===== config.mk =====
export PLATFORM = sky130hd
export DESIGN_NAME = calc_addsub_seq
export DESIGN_NICKNAME = d
export VERILOG_FILES = /design/src/rtl/calc_addsub_seq.sv
export SDC_FILE = /design/constraint.sdc
export NUM_CORES = 1
export LEC_CHECK = 0
export ABC_AREA = 1
export BUFFER_PORTS_ARGS = -buffer_cell sky130_fd_sc_hd__buf_2
export CORE_MARGIN = 5
export CORE_UTILIZATION = 43
export CTS_CLUSTER_SIZE = 16
export DETAILED_ROUTE_END_ITERATION = 12
export HOLD_SLACK_MARGIN = 0.08
export PLACE_DENSITY = 0.74
export SYNTH_ARGS = -nofsm -noshare
export SYNTH_HDL_FRONTEND = slang
export SYNTH_SLANG_ARGS = --single-unit

===== constraint.sdc =====
create_clock -name clk -period 1 [get_ports clk]
set_input_delay 0.2 -clock clk [delete_from_list [all_inputs] [get_ports clk]]
set_output_delay 0.2 -clock clk [all_outputs]
set_load 0.1 [all_outputs]

===== src/rtl/calc_addsub_seq.sv =====
`default_nettype none
// +------------------------------------------------------------------------+
// | Module  : calc_addsub_seq                                              |
// | Brief   : A/op/B token sequencer feeding the add/sub datapath;         |
// |           optional result chaining under CALC_CHAIN_RESULT_EN.         |
// | Revision: 1.0                                                          |
// +------------------------------------------------------------------------+
module calc_addsub_seq #(
   parameter int WIDTH = 10
) (
   input  logic             clk,
   input  logic             rst_n,
   input  logic             in_valid,
   output logic             in_ready,
   input  logic [1:0]       in_kind,
   input  logic [WIDTH-1:0] in_data,
   output logic [WIDTH-1:0] add_a,
   output logic [WIDTH-1:0] add_b,
   output logic             add_op,
   input  logic [WIDTH-1:0] add_s,
   input  logic             add_cout,
   output logic             res_valid,
   input  logic             res_ready,
   output logic [WIDTH-1:0] res_data,
   output logic             res_carry,
   output logic             res_ovf,
   output logic             seq_err
);

   localparam logic [1:0] c_kind_operand = 2'b00;
   localparam logic [1:0] c_kind_add     = 2'b01;
   localparam logic [1:0] c_kind_sub     = 2'b10;
   localparam logic [1:0] c_kind_clear   = 2'b11;

   typedef enum logic [2:0] {
      S_IDLE   = 3'd0,
      S_GOT_A  = 3'd1,
      S_GOT_OP = 3'd2,
      S_EXEC   = 3'd3,
      S_DONE   = 3'd4
   } state_t;

   state_t           r_state,     w_state_nxt;
   logic [WIDTH-1:0] r_add_a,     w_add_a_nxt;
   logic [WIDTH-1:0] r_add_b,     w_add_b_nxt;
   logic             r_add_op,    w_add_op_nxt;
   logic             r_res_valid, w_res_valid_nxt;
   logic [WIDTH-1:0] r_res_data,  w_res_data_nxt;
   logic             r_res_carry, w_res_carry_nxt;
   logic             r_res_ovf,   w_res_ovf_nxt;
   logic             r_seq_err,   w_seq_err_nxt;

   logic             w_in_ready;
   logic             w_accept;
   logic             w_ovf;

   assign w_in_ready = (r_state == S_IDLE) || (r_state == S_GOT_A) || (r_state == S_GOT_OP);
   assign w_accept   = in_valid && w_in_ready;

   // Signed overflow: effective operand signs agree but the result sign differs.
   assign w_ovf = (r_add_a[WIDTH-1] == (r_add_b[WIDTH-1] ^ r_add_op)) &&
                  (add_s[WIDTH-1] != r_add_a[WIDTH-1]);

   always_ff @(posedge clk or negedge rst_n) begin
      if (!rst_n) begin
         r_state     <= S_IDLE;
         r_add_a     <= '0;
         r_add_b     <= '0;
         r_add_op    <= 1'b0;
         r_res_valid <= 1'b0;
         r_res_data  <= '0;
         r_res_carry <= 1'b0;
         r_res_ovf   <= 1'b0;
         r_seq_err   <= 1'b0;
      end else begin
         r_state     <= w_state_nxt;
         r_add_a     <= w_add_a_nxt;
         r_add_b     <= w_add_b_nxt;
         r_add_op    <= w_add_op_nxt;
         r_res_valid <= w_res_valid_nxt;
         r_res_data  <= w_res_data_nxt;
         r_res_carry <= w_res_carry_nxt;
         r_res_ovf   <= w_res_ovf_nxt;
         r_seq_err   <= w_seq_err_nxt;
      end
   end

   always_comb begin
      w_state_nxt     = r_state;
      w_add_a_nxt     = r_add_a;
      w_add_b_nxt     = r_add_b;
      w_add_op_nxt    = r_add_op;
      w_res_valid_nxt = r_res_valid;
      w_res_data_nxt  = r_res_data;
      w_res_carry_nxt = r_res_carry;
      w_res_ovf_nxt   = r_res_ovf;
      w_seq_err_nxt   = r_seq_err;

      unique case (r_state)
         S_IDLE: begin
            if (w_accept) begin
               unique case (in_kind)
                  c_kind_operand: begin
                     w_add_a_nxt = in_data;
                     w_state_nxt = S_GOT_A;
                  end
                  c_kind_clear: w_seq_err_nxt = 1'b0;
                  default:      w_seq_err_nxt = 1'b1;
               endcase
            end
         end
         S_GOT_A: begin
            if (w_accept) begin
               unique case (in_kind)
                  c_kind_add: begin
                     w_add_op_nxt = 1'b0;
                     w_state_nxt  = S_GOT_OP;
                  end
                  c_kind_sub: begin
                     w_add_op_nxt = 1'b1;
                     w_state_nxt  = S_GOT_OP;
                  end
                  c_kind_clear: begin
                     w_seq_err_nxt = 1'b0;
                     w_state_nxt   = S_IDLE;
                  end
                  default: w_seq_err_nxt = 1'b1;
               endcase
            end
         end
         S_GOT_OP: begin
            if (w_accept) begin
               unique case (in_kind)
                  c_kind_operand: begin
                     w_add_b_nxt = in_data;
                     w_state_nxt = S_EXEC;
                  end
                  c_kind_clear: begin
                     w_seq_err_nxt = 1'b0;
                     w_state_nxt   = S_IDLE;
                  end
                  default: w_seq_err_nxt = 1'b1;
               endcase
            end
         end
         S_EXEC: begin
            w_res_data_nxt  = add_s;
            w_res_carry_nxt = add_cout;
            w_res_ovf_nxt   = w_ovf;
            w_res_valid_nxt = 1'b1;
            w_state_nxt     = S_DONE;
         end
         S_DONE: begin
            if (r_res_valid && res_ready) begin
               w_res_valid_nxt = 1'b0;
`ifdef CALC_CHAIN_RESULT_EN
               w_add_a_nxt     = r_res_data;
               w_state_nxt     = S_GOT_A;
`else
               w_state_nxt     = S_IDLE;
`endif
            end
         end
         default: w_state_nxt = S_IDLE;
      endcase
   end

   assign in_ready  = w_in_ready;
   assign add_a     = r_add_a;
   assign add_b     = r_add_b;
   assign add_op    = r_add_op;
   assign res_valid = r_res_valid;
   assign res_data  = r_res_data;
   assign res_carry = r_res_carry;
   assign res_ovf   = r_res_ovf;
   assign seq_err   = r_seq_err;

endmodule
`default_nettype wire


* Word-level counts from Yosys, hierarchy flattened
Cells that the tools add are included.
** Storage, ports and cells
- Output and inout bits :: 36
- Logic and storage cells :: 63
- Flip-flop bits (word level) :: 38
- Input port bits :: 27
** Operators by class
- Reductions and logical operators :: 18
- Equal/unequal tests :: 19
- Bitwise logic cells :: 1
- Muxes and demuxes :: 16
** Operators with widths (count)
- two-way mux 3 bit :: 5
- one-hot mux 3 bit (5 select lines) :: 1
- != test 2 bit, second input constant :: 6
- one-hot mux 3 bit (2 select lines) :: 2
- one-hot mux 1 bit (2 select lines) :: 5
- AND reduction 3 bit :: 3
- AND reduction 7 bit :: 1
- equality test 3 x 2 -> 1 bit, second input constant :: 2
- nonzero test 2 bit :: 3
- AND reduction 5 bit :: 1
- equality test 2 bit, second input constant :: 2
- != test 2 x 1 -> 1 bit, second input constant :: 2
- OR reduction 2 bit :: 2
- equality test 3 x 1 -> 1 bit, second input constant :: 1
- equality test 3 bit, second input constant :: 1
- logical AND 1 bit :: 3
- zero test 3 bit :: 1
- two-way mux 1 bit :: 3
- != test 3 x 1 -> 1 bit, second input constant :: 1
- != test 3 x 2 -> 1 bit, second input constant :: 1
- equality test 2 x 1 -> 1 bit, second input constant :: 1
- zero test 2 bit :: 1
- logical OR 1 bit :: 2
- AND reduction 2 bit :: 1
- other kinds (3) :: 3

* Longest topological paths before layout
Gate-level depths: netlist of run 1.
- Depth after elaboration :: 6
- Depth in mapped cells :: 8
- Gate-level depth less buffers :: 8

* Least setup slack after synthesis of run 1
No wires, ideal clock.
- Path kind :: flip-flop to flip-flop
- Start point :: register r_res_valid, in the netlist res_valid
- End point :: register r_state[0]
- Clock period less this slack :: 1564 ps
- Setup time :: 117 ps
- Arrival time :: 1447 ps
- Stages on the path, launching flop included :: 8
- Path buffers :: 0
- Setup slack :: -564 ps
- Data required time :: 883 ps
- Path through :: dfrtp_1 nand2_1 nand3_1 nand2_1 inv_1 nand3_1 nand2_1 nand2_1
** Between the ends
- Word-level cells in the longest chain between the ends :: 3
** RTL lines
- start, declared :: line 47 : logic r_res_valid, w_res_valid_nxt;
- start signal, assigned :: line 80 : r_res_valid <= w_res_valid_nxt;
- logical AND 1 bit :: line 154 : if (r_res_valid && res_ready) begin
- != test 2 bit (no line)
- AND reduction 7 bit (no line)
- end signal, assigned :: line 76 : r_state <= w_state_nxt;
- end, declared :: line 43 : state_t r_state, w_state_nxt;
No other way between the ends.
A chain may end at the register's enable or synchronous reset.

* Final worst setup path of run 1
- Start point :: register r_state[0]
- End point :: register r_seq_err, in the netlist seq_err
** Between the ends
- Word-level cells in the longest chain between the ends :: 6
- Elaborated cells between the ends (all ways) :: 14
- Those cells by class :: 6 x eq/ne; 1 x mux; 7 x reduce/logical
** RTL lines
- equality test 3 x 1 -> 1 bit / zero test 3 bit (equally long branches) :: line 57, 99
- logical OR 1 bit (2 in a row) :: line 57 : assign w_in_ready = (r_state == S_IDLE) || (r_state == S_GOT_A) || (r_state == S_GOT_OP);
- logical AND 1 bit :: line 58 : assign w_accept = in_valid && w_in_ready;
- != test 2 bit (no line) / != test 2 x 1 -> 1 bit (equally long branches)
- AND reduction 5 bit (no line)
- end signal, assigned :: line 84 : r_seq_err <= w_seq_err_nxt;
- end, declared :: line 51 : logic r_seq_err, w_seq_err_nxt;
Several ways; a longest one is shown, not always the timed one.

==> results.md, run 1 <==
- Run status: finished with violations
- Failing checks: setup timing
- Post-synthesis register bit count: 38
- Sequential area share after synthesis: 0.575
- Routed Antenna Nets: 0
- Syn Nets: 222
- Placed Cells incl. Taps: 311
- Min Tclk post-route: 1.50 ns
- Syn. warnings: 0
- HP Class: in -> reg
- CTS root buf: clkbuf_8
- Pre-antenna DRT Iters: 6
- Clock network latency to the later pin of the worst-skew pair: 0.31 ns
- Setup-failing EPs final: 74
- H-tree Lvls: 2
- CP startpoint: r_state[0]
- Tot GR Track Use: 0.198
- Crit path largest cell delay: 0.40 ns
- Post-detail-place hpwl: 3.37 mm
- CTS tree: done
- Worst setup SP type: register
- Slew HR: 0.766
- Num CTS Buffers: 5
- Total length of routed met3 wires: 695 um
- Crit path max fanout: 3
- Syn Area/Cell: 8.61 um2
- Final hold violation count: 0
- Final hold slack: 0.115 ns
- Worst-case clock buffer depth: 2
- Vias per inst: 5.78
- Worst Setup End Kind: register
- Syn Inst Count: 192
- WL per Instance: 25.2 um
- Uppermost routed layer: met4
- Drc violations: 0
- Clk slew on worst S/H paths: 0.08 ns
- Vias: 2057
- Grt ovf: 0
- Port-buffer cells: 62
- Critical path's slowest cell: dfrtp_1
- Fin cells: 356
- Layout cell share with drive strength beyond 1: 0.763
- Reg2Reg Setup Slack: -0.50 ns
- Cells along the critical path: buf_6, buf_6, inv_4, nor2_4, nand2_1, nor2_2, nor2_1, nand2_1, nand2_1, nand2_1
- Worst Max-Slew Pin Slew: 0.351 ns
- Crit-path most repeated cell: nand2_1
- Total Routed Length: 8.98 mm
- Vias in the first global route: 1696
- Nets: 338
- Initial Utilization: 0.448
- Metal2 WL: 4.63 mm
- Die ar.: 5180 um2
- Hold path endpoint: res_data[5]
- Die Wd: 72 um
- CTS sink cnt: 38
- Reg2reg end: seq_err
- Reg-to-Reg Start: r_state[0]
- Core area: 3690 um2
- Largest net degree at the start of global routing: 28
- Crit Path Category: reg -> reg
- Worst Skew: 0.0142 ns
- CP arrival: 1.72 ns
- Setup ws final: -0.500 ns
- Antenna violations before repair: 0
- Wl on met1: 3.07 mm
- RSZ-0062 raised after global routing: yes
- Post-synthesis instance area: 1650 um2
- MaxCap Viol Count: 0
- Fin. max-slew vios: 0
- Placement row count: 22
- # IOs: 63
- Core Util, Final: 0.973
- Area growth syn-to-layout: 117%
- Critical path required time: 1.22 ns
- Die extent in y: 72 um
- Starting DRC count in detailed routing: 163
- Unique masters post-synth: 19
- Fmax: 0.667 GHz
- Hold depth: 3
- Worst Hold Launch: add_s[5]
- Worst R2R Path Depth: 10
- Final period utilization: 1.50
- First-pass GRT wire length: 7.97 mm
- Diode count: 0
- Placer Congestion: 0.749
- Number of fill cells: 57
sequential cells by signal, summed over array words and instances, names as in the netlist:
| signal | count |
|---|---|
| add_a | 10 |
| add_b | 10 |
| res_data | 10 |
| r_state | 3 |
| add_op | 1 |
| res_carry | 1 |
| res_ovf | 1 |
| res_valid | 1 |
| seq_err | 1 |
worst max-delay path by stage:
stage	slack [ns]	end
5_1_grt	-0.53	seq_err
4_1_cts	-0.29	in_ready
3_5_place_dp	-0.25	add_a[4]
3_3_place_gp	-0.17	add_b[0]
2_1_floorplan	-0.24	in_ready
6_report	-0.50	seq_err
cell families after synthesis:
logic type               synth area share
AO/OA/AOI/OAI                      0.0772
XOR/XNOR                          0.00530
adder cells (fa/ha/maj)            0.0227
buffers and inverters              0.0810
AND/OR/NAND/NOR                     0.238
flip-flops                          0.575
cell type report:
class                           instances  area [um2]  share of cell area
Timing Repair inverter                  1        11.3             0.00314
Clock buffer                            5        68.8              0.0192
Clock inverter                          2        10.0             0.00279
Multi-Input combinational cell        124         915               0.255
Inverter                               24         104              0.0289
Sequential cell                        38        1000               0.280
Tap cell                               48        60.1              0.0167
Timing Repair Buffer                  114        1420               0.395
critical path, delay by kind of cell (launching register included):
family | cells | cell delay (ns)
buffers and inverters | 3 | 0.29
DFF | 1 | 0.40
and+or+nand+nor | 7 | 0.72
cell usage after synthesis:
library cell	count	area share
a21oi_1	1	0.0030
o21ai_0	3	0.0091
nor2_4	1	0.0068
nor2_2	3	0.011
inv_2	2	0.0045
nand2_1	73	0.17
xnor2_1	1	0.0053
o21a_1	1	0.0045
buf_2	2	0.0061
inv_1	22	0.050
o21ai_1	20	0.061
nand2_2	1	0.0038
ha_1	3	0.023
nor2_1	4	0.0091
nand4_1	3	0.011
buf_6	1	0.0068
dfrtp_1	38	0.58
nand3_1	10	0.030
buf_4	3	0.014
timing repair:
action / CTS / global route
setup endpoints to repair: 74 / 74
pin swaps: 12 / 19
hold buffers: 1 / 0
endpoints found under the hold margin: 11 / 0
gates cloned: 2 / 5
buffers inserted: 14 / 17
resized for setup: 35 / 81
per-layer routing:
layer | up-vias | GRT usage
met4 | 0 | 0.0438
met2 | 173 | 0.337
li1 | 828 | -
met3 | 61 | 0.0776
met5 | - | 0
met1 | 995 | 0.237
cell usage in the layout (no fill, tap or decap), types with 2 or more instances in the layout:
| cell type | synthesis | routed |
|---|---|---|
| o21ai_2 | 0 | 13 |
| nand3_1 | 10 | 5 |
| inv_2 | 2 | 3 |
| buf_4 | 3 | 30 |
| nand2_1 | 73 | 29 |
| nand2_2 | 1 | 27 |
| nor2_1 | 4 | 2 |
| ha_1 | 3 | 3 |
| buf_2 | 2 | 26 |
| inv_8 | 0 | 2 |
| nand4_1 | 3 | 3 |
| o21ai_4 | 0 | 2 |
| nor2_4 | 1 | 4 |
| nand3_4 | 0 | 3 |
| nand2_4 | 0 | 18 |
| nand3_2 | 0 | 2 |
| buf_12 | 0 | 40 |
| buf_6 | 1 | 12 |
| nor2_2 | 3 | 2 |
| dfrtp_4 | 0 | 3 |
| dfrtp_2 | 0 | 33 |
| inv_1 | 22 | 18 |
| clkbuf_16 | 0 | 4 |
| clkbuf_8 | 0 | 5 |
| o21ai_1 | 20 | 8 |
| dfrtp_1 | 38 | 2 |
| clkinv_2 | 0 | 2 |
per-stage QoR:
stage	setup TNS, ns	cell area (um2)	setup slack (ns)
final	-17.50	3590	-0.500
after global routing	-19.36	3590	-0.526
after CTS	-11.60	3050	-0.293
after detailed placement	-6.38	2740	-0.249
after global placement	-4.75	2740	-0.168
after floorplan	-2.63	1730	-0.237
Power of run 1 is not shown: default switching activity piles up to over one toggle a cycle in this logic, so the estimate is an artifact.
==> run 2, diff against run 1 <==
- CORE_ASPECT_RATIO: not set -> 1.25
==> run 2 against run 1 <==
  * The run still ends with setup timing left
  * Sequential share of layout area grew 3.5 points
  * First-iteration DRC count fell by 47%
  * Register-to-register slack improved by 0.13 ns
  * Highest routed layer unchanged
  * Utilization is 12 points lower
==> results.md, run 2 (same netlist as run 1, synthesis figures left out) <==
- Final period utilization: 1.37
- Clock network latency to the later pin of the worst-skew pair: 0.29 ns
- Vias per inst: 5.21
- Pre-antenna DRT Iters: 4
- Min Tclk post-route: 1.37 ns
- Worst R2R Path Depth: 5
- Crit path max fanout: 10
- Port-buffer cells: 62
- Worst Max-Slew Pin Slew: 0.320 ns
- Critical path's slowest cell: dfrtp_2
- CP startpoint: r_state[0]
- Run status: finished with violations
- Nets: 319
- Setup-failing EPs final: 74
- H-tree Lvls: 2
- CP Capture Point: add_a[1]
- Vias in the first global route: 1605
- Placed Cells incl. Taps: 303
- Reg2Reg Setup Slack: -0.37 ns
- CP arrival: 1.57 ns
- Number of fill cells: 171
- Total Routed Length: 5.74 mm
- WL per Instance: 17.4 um
- Worst Skew: 0.0112 ns
- Antenna violations before repair: 0
- Placement row count: 25
- Post-detail-place hpwl: 3.21 mm
- Diode count: 0
- Failing checks: setup timing
- Area growth syn-to-layout: 93.6%
- RSZ-0062 raised after global routing: yes
- CTS tree: done
- Bufs and invs on worst path: 2
- Reg2reg end: add_a[1]
- Critical path required time: 1.20 ns
- Grt ovf: 0
- Placer Congestion: 0.942
- Starting DRC count in detailed routing: 87
- Most common cell after layout, fill and taps aside: nand2_1
- Commonest cells after routing, fill and taps aside: nand2_1, buf_12, dfrtp_2
- Worst Hold Launch: add_s[5]
- MaxCap Viol Count: 0
- Cell count along the critical path: 5
- Reg-to-Reg Start: r_state[0]
- Fin. max-slew vios: 0
- Crit Path Category: reg -> reg
- Largest net degree at the start of global routing: 39
- Num CTS Buffers: 5
- Worst-case clock buffer depth: 2
- Vias: 1719
- Die Wd: 65.5 um
- First-pass GRT wire length: 7.24 mm
- Dominant delay contributor by cell family on the critical path: flip-flops
- Layout cell share with drive strength beyond 1: 0.624
- Slew HR: 0.786
- Worst setup SP type: register
- Fin cells: 330
- Die ar.: 5190 um2
- Setup ws final: -0.368 ns
- Final hold slack: 0.106 ns
- CTS root buf: clkbuf_8
- Core area: 3750 um2
- Tot GR Track Use: 0.183
- Cells along the critical path: buf_6, nor2_4, nand3_4, clkbuf_16, o21ai_2
- # IOs: 63
- Fmax: 0.731 GHz
- Clk slew on worst S/H paths: 0.08 ns
- Die extent in y: 79.3 um
- HP Class: in -> reg
- CTS sink cnt: 38
- Worst Setup End Kind: register
- Drc violations: 0
- Crit path largest cell delay: 0.43 ns
- Initial Utilization: 0.440
- Final hold violation count: 0
- Routed Antenna Nets: 0
-- run 2: worst reg2reg max path, delay by kind of cell, from the launching register on --
family	cells	cell delay (ns)
flops	1	0.43
buf+inv	2	0.35
simple gates	2	0.34
compound gates	1	0.17
-- run 2: repair_timing --
action,4_1_cts,5_1_grt
hold endpoints to repair,38,0
gates resized for setup,25,32
pin swaps,11,6
hold buffers,1,0
setup endpoints to repair,74,74
setup buffers,8,8
gates cloned,0,2
-- run 2: layer usage --
metal / vias up / wire, um / part of all wire / global-route usage
met3: 18 / 409 / 0.071 / 0.0721
li1: 793 / - / - / -
met4: 0 / 227 / 0.040 / 0.0788
met2: 79 / 3110 / 0.54 / 0.310
met1: 829 / 2000 / 0.35 / 0.202
met5: - / 0 / 0 / 0
-- run 2: final cells by class --
class / instances / area, um2 / share of cell area
timing repair buffer: 96 / 1210 / 0.377
tap: 40 / 50.0 / 0.0156
sequential: 38 / 1010 / 0.314
inverter: 24 / 104 / 0.0325
clock buffer: 7 / 86.3 / 0.0270
multi-input combinational: 124 / 741 / 0.232
clock inverter: 1 / 5.00 / 0.00156
-- run 2: stage by stage --
| stage | util | area, um2 | setup slack, ns | TNS, ns |
|---|---|---|---|---|
| final | 0.852 | 3200 | -0.368 | -12.59 |
| after global routing | 0.852 | 3200 | -0.390 | -15.24 |
| after global placement | 0.728 | 2730 | -0.198 | -5.40 |
| after floorplan | - | 1730 | -0.237 | -2.63 |
| after detailed placement | 0.728 | 2730 | -0.228 | -6.06 |
| after CTS | 0.792 | 2970 | -0.308 | -10.29 |
-- run 2: worst min path at each step --
stage	end	slack, ns	cells past startpoint
6_report	res_data[5]	0.11	3
5_1_grt	res_data[3]	0.12	3
4_1_cts	res_data[4]	0.10	3
3_5_place_dp	add_b[7]	0.19	2
3_3_place_gp	add_b[3]	0.18	2
2_1_floorplan	add_a[0]	-0.1	0
Power of run 2 is left out for the same reason.
